==> src/rtl/uart_rx.sv <==
// uart_rx: fixed-divider UART receiver with mid-bit sampling, optional
// parity, a one-deep valid/ready holding register and one-cycle error pulses.
module uart_rx #(
  parameter int CLKS_PER_BIT = 16,
  parameter int DATA_BITS    = 8,
  parameter int PARITY_EN    = 0,
  parameter int PARITY_ODD   = 0
) (
  input  logic                 clk,
  input  logic                 reset,
  input  logic                 rx,
  output logic [DATA_BITS-1:0] rx_data,
  output logic                 rx_valid,
  input  logic                 rx_ready,
  output logic                 frame_err,
  output logic                 parity_err,
  output logic                 overrun
);

  localparam int H  = CLKS_PER_BIT / 2;
  localparam int CW = $clog2(CLKS_PER_BIT);
  localparam int BW = $clog2(DATA_BITS);

  localparam logic [CW-1:0] HALF_M1  = CW'(H - 1);
  localparam logic [CW-1:0] FULL_M1  = CW'(CLKS_PER_BIT - 1);
  localparam logic [BW-1:0] LAST_BIT = BW'(DATA_BITS - 1);
  localparam logic          HAS_PAR  = (PARITY_EN != 0);
  localparam logic          ODD      = (PARITY_ODD != 0);

  typedef enum logic [2:0] {
    IDLE, START, DATA, PARITY, STOP, WAIT_IDLE
  } state_t;

  state_t state, state_n;

  logic                 rx_meta, rx_s;
  logic [CW-1:0]        baud_cnt;
  logic [BW-1:0]        bit_cnt;
  logic [DATA_BITS-1:0] shreg;
  logic                 par_bad;

  logic cnt_clr, shift_en, par_load, word_done, f_err, p_err, arm;
  logic tick_half, tick_full;

  assign tick_half = (baud_cnt == HALF_M1);
  assign tick_full = (baud_cnt == FULL_M1);

  // Two-flop synchronizer; idles high so reset does not look like a start bit.
  always_ff @(posedge clk) begin
    if (reset) begin
      rx_meta <= 1'b1;
      rx_s    <= 1'b1;
    end else begin
      rx_meta <= rx;
      rx_s    <= rx_meta;
    end
  end

  // FSM state register.
  always_ff @(posedge clk) begin
    if (reset) state <= IDLE;
    else       state <= state_n;
  end

  // Next-state logic and per-cycle datapath strobes.
  always_comb begin
    state_n   = state;
    cnt_clr   = 1'b0;
    shift_en  = 1'b0;
    par_load  = 1'b0;
    word_done = 1'b0;
    f_err     = 1'b0;
    p_err     = 1'b0;
    arm       = 1'b0;
    case (state)
      IDLE: begin
        if (!rx_s) begin
          state_n = START;
          cnt_clr = 1'b1;
          arm     = 1'b1;
        end
      end
      START: begin
        if (tick_half) begin
          cnt_clr = 1'b1;
          state_n = rx_s ? IDLE : DATA;
        end
      end
      DATA: begin
        if (tick_full) begin
          cnt_clr  = 1'b1;
          shift_en = 1'b1;
          if (bit_cnt == LAST_BIT) state_n = HAS_PAR ? PARITY : STOP;
        end
      end
      PARITY: begin
        if (tick_full) begin
          cnt_clr  = 1'b1;
          par_load = 1'b1;
          state_n  = STOP;
        end
      end
      STOP: begin
        if (tick_full) begin
          cnt_clr = 1'b1;
          if (!rx_s) begin
            f_err   = 1'b1;
            state_n = WAIT_IDLE;
          end else if (par_bad) begin
            p_err   = 1'b1;
            state_n = IDLE;
          end else begin
            word_done = 1'b1;
            state_n   = IDLE;
          end
        end
      end
      WAIT_IDLE: begin
        if (rx_s) state_n = IDLE;
      end
      default: state_n = IDLE;
    endcase
  end

  // Baud/bit counters, shift register and latched parity result.
  always_ff @(posedge clk) begin
    if (reset) begin
      baud_cnt <= '0;
      bit_cnt  <= '0;
      shreg    <= '0;
      par_bad  <= 1'b0;
    end else begin
      if (cnt_clr || state == IDLE || state == WAIT_IDLE) baud_cnt <= '0;
      else                                                 baud_cnt <= baud_cnt + 1'b1;
      if (arm) begin
        bit_cnt <= '0;
        par_bad <= 1'b0;
      end else begin
        if (shift_en) begin
          bit_cnt <= bit_cnt + 1'b1;
          shreg   <= {rx_s, shreg[DATA_BITS-1:1]};
        end
        if (par_load) par_bad <= (rx_s != ((^shreg) ^ ODD));
      end
    end
  end

  // Holding register with valid/ready handshake, plus registered error pulses.
  always_ff @(posedge clk) begin
    if (reset) begin
      rx_data    <= '0;
      rx_valid   <= 1'b0;
      frame_err  <= 1'b0;
      parity_err <= 1'b0;
      overrun    <= 1'b0;
    end else begin
      frame_err  <= f_err;
      parity_err <= p_err;
      overrun    <= 1'b0;
      if (word_done) begin
        if (!rx_valid || rx_ready) begin
          rx_data  <= shreg;
          rx_valid <= 1'b1;
        end else begin
          overrun <= 1'b1;
        end
      end else if (rx_valid && rx_ready) begin
        rx_valid <= 1'b0;
      end
    end
  end

endmodule

==> config.mk <==
export PLATFORM = sky130hd
export DESIGN_NAME = uart_rx
export DESIGN_NICKNAME = d
export VERILOG_FILES = /design/src/rtl/uart_rx.sv
export SDC_FILE = /design/constraint.sdc
export NUM_CORES = 1
export LEC_CHECK = 0
export ABC_AREA = 1
export ABC_CLOCK_PERIOD_IN_PS = 2100
export BUFFER_PORTS_ARGS = -buffer_cell sky130_fd_sc_hd__buf_4
export CAP_MARGIN = 20
export CELL_PAD_IN_SITES_DETAIL_PLACEMENT = 1
export CELL_PAD_IN_SITES_GLOBAL_PLACEMENT = 1
export CORE_UTILIZATION = 41
export CTS_CLUSTER_SIZE = 10
export DETAILED_ROUTE_END_ITERATION = 16
export GPL_TIMING_DRIVEN = 1
export PLACE_DENSITY_LB_ADDON = 0.1
export SYNTH_ARGS = -nofsm -noshare
export SYNTH_HDL_FRONTEND = slang
export SYNTH_SLANG_ARGS = --single-unit
==> constraint.sdc <==
create_clock -name clk -period 2.1 [get_ports clk]
set_input_delay 0.42 -clock clk [delete_from_list [all_inputs] [get_ports clk]]
set_output_delay 0.42 -clock clk [all_outputs]
set_load 0.01 [all_outputs]
Word level (Yosys, flattened, before mapping)
Cells that the tools add are included. W data, S select, Z words.

Bits in registers: 33. Bits of input ports: 4. Output and inout bits: 12. Logic and storage cells: 80.

$add $sub $neg: 2. Eq/ne operators: 17. Multiplexer cells: 26. Bitwise logic cells: 5. Reductions and logical operators: 18.

Operators by type and width (count): $mux W3 (8); $pmux W3 S6 (1); $mux W1 (15); $ne A2 B2 Y1 const B (7); $eq A3 B3 Y1 const B (3); $reduce_xor A8 Y1 (1); $reduce_and A7 Y1 (1); $eq A3 B2 Y1 const B (2); $reduce_and A2 Y1 (3); $reduce_or A2 Y1 (3); $reduce_or A3 Y1 (2); $not A1 Y1 (5); $add A4 B1 Y4 const B (1); $eq A4 B3 Y1 const B (1); $eq A4 B4 Y1 const B (1); $reduce_or A4 Y1 (1); $add A3 B1 Y3 const B (1); $eq A3 B1 Y1 const B (1); $logic_not A3 Y1 (1); $logic_or A1 B1 Y1 (3); $pmux W1 S3 (1); $mux W2 (1); $ne A2 B1 Y1 const B (1); $reduce_bool A2 Y1 (1); 3 further kinds (3).

Logic depth before layout (Yosys ltp)
Gate-level depths: netlist (run 1).

Depth after elaboration: 6. Mapped depth: 11. Mapped depth without buffers: 11.

Worst setup path after synthesis (run 1)
Ideal clock, no wire load.

Path kind: register to register. Start: register baud_cnt[0]. End: register rx_data[0]. Library setup time: 132 ps. Arrival: 1331 ps. Data required time: 1968 ps. Setup slack: 637 ps. Stages on the path, launching flop included: 9. Buffers on the path: 0. Clock period less this slack: 1463 ps. Cell sequence: dfxtp_1 -> ha_1 -> nand2_1 -> nor2_4 -> nand2_2 -> nor3_4 -> nand2_2 -> nand2_1 -> a21oi_1.

Longest elaborated chain between the ends: 4.

Ends and longest elaborated chain: from (decl) (RTL line 37) `logic [CW-1:0] baud_cnt;`; from (signal assigned) (RTL line 134) `else baud_cnt <= baud_cnt + 1'b1;`; $eq A4 B4 Y1 (RTL line 46) `assign tick_full = (baud_cnt == FULL_M1);`; $mux W1 (RTL line 104) `if (tick_full) begin`; $mux W1 (RTL line 75) `case (state)`; $reduce_and A2 Y1 (no source line); to (signal assigned) (RTL line 162) `rx_data <= shreg;`; to (decl) (RTL line 12) `output logic [DATA_BITS-1:0] rx_data,`.

No other way between the ends. A chain may end at the register's enable or synchronous reset.

Worst setup path in the final report (run 1)
Start: register baud_cnt[0]. End: register rx_data[4].

The elaborated chain is that of the path after synthesis.

==> impl_metrics.tcl, run 1 <==
set metrics [dict create \
    leakagePower_nw 0.798 \
    cp_cell_sequence "ha_1 > nand2_1 > nor2_4 > nand2_2 > nor3_4 > nand2_2 > nand2_1 > a21oi_1" \
    diodes 0 \
    synth_seq_cells 33 \
    synth-seq-area-share_pct 43.9 \
    tns_ps 0 \
    maxSlewHeadroom_pct 73.5 \
    synthToLayoutAreaGrowth_pct 17.4 \
    cts_tree "yes" \
    drc 0 \
    wl_met1_um 1630 \
    synth.net_count 226 \
    path_clk_slew_ps 110 \
    cap_violations 0 \
    end_kind "flip-flop" \
    place_congestion 0.821 \
    post-cts-setup-buffer-count 0 \
    grt_pass1_wl_um 6500 \
    ant_nets 0 \
    worstMarginPinSlew_ps 396 \
    ios 16 \
    cp_data_arrival_time_ps 1940 \
    met3RoutedLength_um 92 \
    synthCells 219 \
    numCtsBuffers 5 \
    htree_levels 2 \
    critPathMaxStageDelay_ps 370 \
    path_buf_inv 0 \
    peakVddDrop_mv 0.481 \
    cts_resized 0 \
    clock_sinks 33 \
    totalPowerFinal_w 0.00165 \
    power_density_nw_per_um2 931 \
    ys_warn_count 0 \
    hold_buffers 0 \
    via_per_inst 5.07 \
    wl_per_cell_um 13.2 \
    start_util_pct 44.1 \
    wl_met2_um 2030 \
    synthFlopType "dfxtp_1" \
    fillers 461 \
    cp_slowest_cell "dfxtp_1" \
    fp.coreArea_um2 3420 \
    min_path_type "input pin to flip-flop" \
    dieHeight_um 62.6 \
    routed_wirelength_um 3800 \
    fin_nets 247 \
    setup_viol 0 \
    status "finished clean" \
    instances_no_fill 287 \
    vias 1454 \
    avgSynthCellArea_um2 6.88 \
    overflow 0 \
    antenna_found_initial 0 \
    max_freq_mhz 589 \
    synth_area_um2 1510 \
    finalCritPeriodShare_pct 80.8 \
    drive_gt1_share_pct 15.4 \
    dpl.hpwl_um 3020 \
    cp_top_family "simple AND/OR/NAND/NOR gates" \
    root_buffer "clkbuf_4" \
    start_kind "flip-flop" \
    rsz0062_at_grt "no" \
    grt_util_all_layers_pct 21.1 \
    synth_async_sr_flop_share_pct 0 \
    path_max_fanout 10 \
    grt_max_degree 14 \
    rows 21 \
    finalClockSkew_ps 8.50 \
    synth_edf_count 0 \
    clk_latency_ps 340 \
    cp.required_ps 2340 \
    final_hold_viol_count 0 \
    io_buffers 15 \
    clockBufferDepth 2 \
    fin_crit_ps 1700 \
    drtIter0Drc 24 \
    die_width_um 62.6 \
    dp_cells 279 \
    highest_layer "met4" \
    ys_types 21 \
    dieArea_um2 3920 \
    crit_type "flip-flop to flip-flop" \
    first_pass_iters 4 \
    grt_pass1_vias 1505 \
    slew_violations 0 \
]
-- through the flow --
step / setup slack [ps] / cell area [um2] / util (%) / hold WS (ps)
floorplan: 637 / 1510 / - / 389
global placement: 505 / 1680 / 49.2 / 400
detailed placement: 390 / 1680 / 49.2 / 400
CTS: 365 / 1770 / 51.8 / 260
global route: 208 / 1770 / 51.8 / 259
finish: 403 / 1770 / 51.8 / 262
-- cell usage in the layout, fill, tap and decap left out, types with 2 or more instances in the layout --
cell / instances
nand2_1: 69
clkbuf_4: 5
o21ai_0: 9
xor2_1: 2
dfxtp_1: 33
a21oi_1: 18
o21ai_1: 3
nor2_2: 2
ha_1: 3
nor3_1: 3
nand3_1: 20
inv_1: 23
nand2_2: 2
or2_2: 2
buf_4: 17
nor2_1: 19
inv_2: 4
-- flip-flops by register name, indices dropped and copies added (netlist names) --
name        count
parity_err      1
rx_valid        1
baud_cnt        4
state           3
rx_meta         1
shreg           8
overrun         1
frame_err       1
rx_s            1
bit_cnt         3
rx_data         8
par_bad         1
-- cell usage after synthesis (2+ instances only) --
cell type,n,area [um2]
o21ai_0,9,45.0
nor3_1,3,15.0
dfxtp_1,33,661
a21oi_1,18,90.1
o21ai_1,3,15.0
inv_1,23,86.3
ha_1,3,37.5
nand2_2,2,12.5
nand2_1,69,259
or2_2,2,12.5
inv_2,4,15.0
nor2_2,2,12.5
nand3_1,20,100
xor2_1,2,17.5
nor2_1,19,71.3
clkbuf_1,2,7.51
-- power by group --
part           total [W]  internal [W]  leakage (nW)  switching [W]
combinational   0.000435      0.000137         0.487       0.000298
sequential      0.000703      0.000666         0.267      0.0000369
clock           0.000508      0.000283        0.0445       0.000226
total            0.00165       0.00109         0.798       0.000561
-- logic make-up (layout without fill, tap and decap cells) --
group | Yosys count | in the layout | share of synthesized area [%]
XOR/XNOR | 2 | 2 | 1.16
adder cells (fa/ha/maj) | 3 | 3 | 2.49
buffers and inverters | 30 | 52 | 7.56
AO/OA/AOI/OAI | 32 | 32 | 11.0
flip-flops | 33 | 33 | 43.9
AND/OR/NAND/NOR | 119 | 119 | 33.9
-- area by class of cell --
| type | count | area, um2 | area share, % |
|---|---|---|---|
| well taps | 46 | 57.6 | 3.26 |
| flip-flops and latches | 33 | 661 | 37.4 |
| multi-input cells | 156 | 732 | 41.4 |
| clock inverters | 2 | 37.5 | 2.12 |
| repair buffers | 17 | 128 | 7.22 |
| clock buffers | 6 | 51.3 | 2.90 |
| inverters | 27 | 101 | 5.73 |
-- path summary, 6_finish.rpt --
| path | startpoint | endpoint | slack (ps) | cells past startpoint |
|---|---|---|---|---|
| max | baud_cnt[0] | rx_data[4] | 400 | 8 |
| min | rx | rx_meta | 260 | 2 |
| max reg2reg | baud_cnt[0] | rx_data[4] | 400 | 8 |
| min reg2reg | rx_meta | rx_s | 420 | 1 |
-- metal layers --
metal  up-vias  global-route usage (%)
met1       699                    24.2
met3         6                    4.93
met5         -                       0
li1        737                       -
met2        12                    38.2
met4         0                    6.98
(Power assumes the default switching activity.)
==> run 2, diff against run 1 <==
--- a/config.mk
+++ b/config.mk
@@ -6,12 +6,12 @@
 export NUM_CORES = 1
 export LEC_CHECK = 0
 export ABC_AREA = 1
-export ABC_CLOCK_PERIOD_IN_PS = 2100
+export ABC_CLOCK_PERIOD_IN_PS = 1400
 export BUFFER_PORTS_ARGS = -buffer_cell sky130_fd_sc_hd__buf_4
 export CAP_MARGIN = 20
 export CELL_PAD_IN_SITES_DETAIL_PLACEMENT = 1
 export CELL_PAD_IN_SITES_GLOBAL_PLACEMENT = 1
-export CORE_UTILIZATION = 41
+export CORE_UTILIZATION = 37
 export CTS_CLUSTER_SIZE = 10
 export DETAILED_ROUTE_END_ITERATION = 16
 export GPL_TIMING_DRIVEN = 1
==> constraint.sdc (replaced) <==
create_clock -name clk -period 1.4 [get_ports clk]
set_input_delay 0.28 -clock clk [delete_from_list [all_inputs] [get_ports clk]]
set_output_delay 0.28 -clock clk [all_outputs]
set_load 0.01 [all_outputs]
==> run 2 against run 1 <==
The run now ends with setup timing left. Sequential share of layout area down 4.7 points. Sequential cell count unchanged. Non-clock buffer count up 18. Clock skew about the same. Clock-buffer cell count unchanged. Critical path type unchanged. Wire length up 11%. Via count up 6.6%. Die area up 10%.
==> impl_metrics.tcl, run 2 (synthesis gave the netlist of run 1 again) <==
set metrics [dict create \
    power_density_nw_per_um2 1450 \
    reg2reg_from "baud_cnt[0]" \
    maxSlewHeadroom_pct 77.7 \
    drtIter0Drc 59 \
    overflow 0 \
    io_buffers 15 \
    cp.required_ps 1590 \
    first_pass_iters 4 \
    drive_gt1_share_pct 31.7 \
    worstMarginPinSlew_ps 332 \
    clk_latency_ps 290 \
    fin_util_pct 54.4 \
    whs_ps 175 \
    clock_sinks 33 \
    grt_pass1_wl_um 6860 \
    htree_levels 2 \
    root_buffer "clkbuf_8" \
    diodes 0 \
    setup_viol 11 \
    rr_endpoint "state[0]" \
    final_hold_viol_count 0 \
    finalClockSkew_ps 8.03 \
    cp_data_arrival_time_ps 1710 \
    place_congestion 0.773 \
    r2r_cells 12 \
    cts_tree "yes" \
    via_per_inst 5.05 \
    setup_slack_ps -122 \
    clockBufferDepth 2 \
    die_width_um 65.8 \
    max_freq_mhz 657 \
    ios 16 \
    drc 0 \
    peakVddDrop_mv 0.928 \
    grt_util_all_layers_pct 21.0 \
    reg.largest.list "rx_data: 8 flops, shreg: 8 flops, baud_cnt: 4 flops" \
    path_clk_slew_ps 70 \
    dieArea_um2 4330 \
    fin_nets 265 \
    hold_end "rx_meta" \
    slew_violations 0 \
    instances_no_fill 307 \
    fin_crit_ps 1520 \
    final_cell_mix "nand2_1, buf_4, dfxtp_1, nand3_1, inv_1" \
    dieHeight_um 65.8 \
    leakagePower_nw 0.920 \
    antenna_found_initial 0 \
    synthToLayoutAreaGrowth_pct 36.2 \
    vias 1550 \
    dp_cells 289 \
    grt_pass1_vias 1530 \
    fp.coreArea_um2 3770 \
    grt_max_degree 14 \
    layout_commonest_cell "nand2_1" \
    crit_type "flip-flop to flip-flop" \
    reg2reg_slack_ps -120 \
    end_kind "flip-flop" \
    rsz0062_at_grt "yes" \
    hp-start "rx" \
    start_kind "flip-flop" \
    routed_wirelength_um 4210 \
    min_path_type "input pin to flip-flop" \
    rows 22 \
    ant_nets 0 \
    finalCritPeriodShare_pct 109 \
    path_max_fanout 4 \
    status "finished, violations left" \
    holdPathStages 2 \
    violations "setup timing" \
    cap_violations 0 \
    dpl.hpwl_um 3030 \
    wl_per_cell_um 13.7 \
    numCtsBuffers 5 \
    start_util_pct 39.9 \
]
-- run 2: final cells by class --
class,instances,area (um2)
fillers,477,1720
multi-input cells,156,828
flip-flops and latches,33,669
inverters,27,104
repair buffers,35,270
clock inverters,2,37.5
clock buffers,6,82.6
well taps,48,60.1
-- run 2: metal layers --
metal / track usage (%) / up-vias / routed length (um)
met5: 0 / - / 0
met4: 8.97 / 0 / 71
met3: 4.14 / 7 / 108
met2: 35.7 / 22 / 2240
met1: 25.6 / 750 / 1790
li1: - / 771 / -
-- run 2: power breakdown --
group	total [W]	switching, W	leakage, nW	internal (W)
logic	0.000967	0.000577	0.593	0.000390
clock network	0.000940	0.000362	0.0574	0.000579
registers	0.00106	0.0000543	0.270	0.00101
-- run 2: worst max-delay path by stage --
| stage | from | end | slack [ps] |
|---|---|---|---|
| floorplan | baud_cnt[0] | rx_data[1] | -8 |
| finish | baud_cnt[0] | state[0] | -120 |
| global route | baud_cnt[0] | state[0] | -160 |
| global placement | bit_cnt[0] | state[0] | -30 |
| detailed placement | bit_cnt[0] | state[1] | -50 |
| CTS | baud_cnt[0] | state[1] | -20 |
-- run 2: timing repair --
| action | in CTS | in global routing |
|---|---|---|
| buffers inserted | 4 | 6 |
| hold buffers | 0 | 0 |
| pin swaps | 4 | 5 |
| endpoints found under the setup margin | 11 | 26 |
| resized for setup | 7 | 27 |
-- run 2: per-stage QoR --
step           TNS (ps)  instance area, um2  power (W)  worst slack (ps)
2_1_floorplan     -7.94                1530    0.00158             -7.94
6_report           -491                2050    0.00297              -122
3_3_place_gp      -92.4                1760    0.00174             -34.1
4_1_cts           -53.0                1930    0.00275             -21.9
3_5_place_dp       -263                1760    0.00178             -53.9
5_1_grt           -1700                2050    0.00315              -163
-- run 2: critical path, cell delays in order (launching register included) --
cell and delay, ps:
dfxtp_2 360, ha_4 160, nand2_4 60, buf_4 140
inv_2 60, nand2_2 60, nand2_2 70, o31ai_4 70
nor2_4 130, buf_4 130, nand3_1 70, nand2_1 80
nor2_1 40
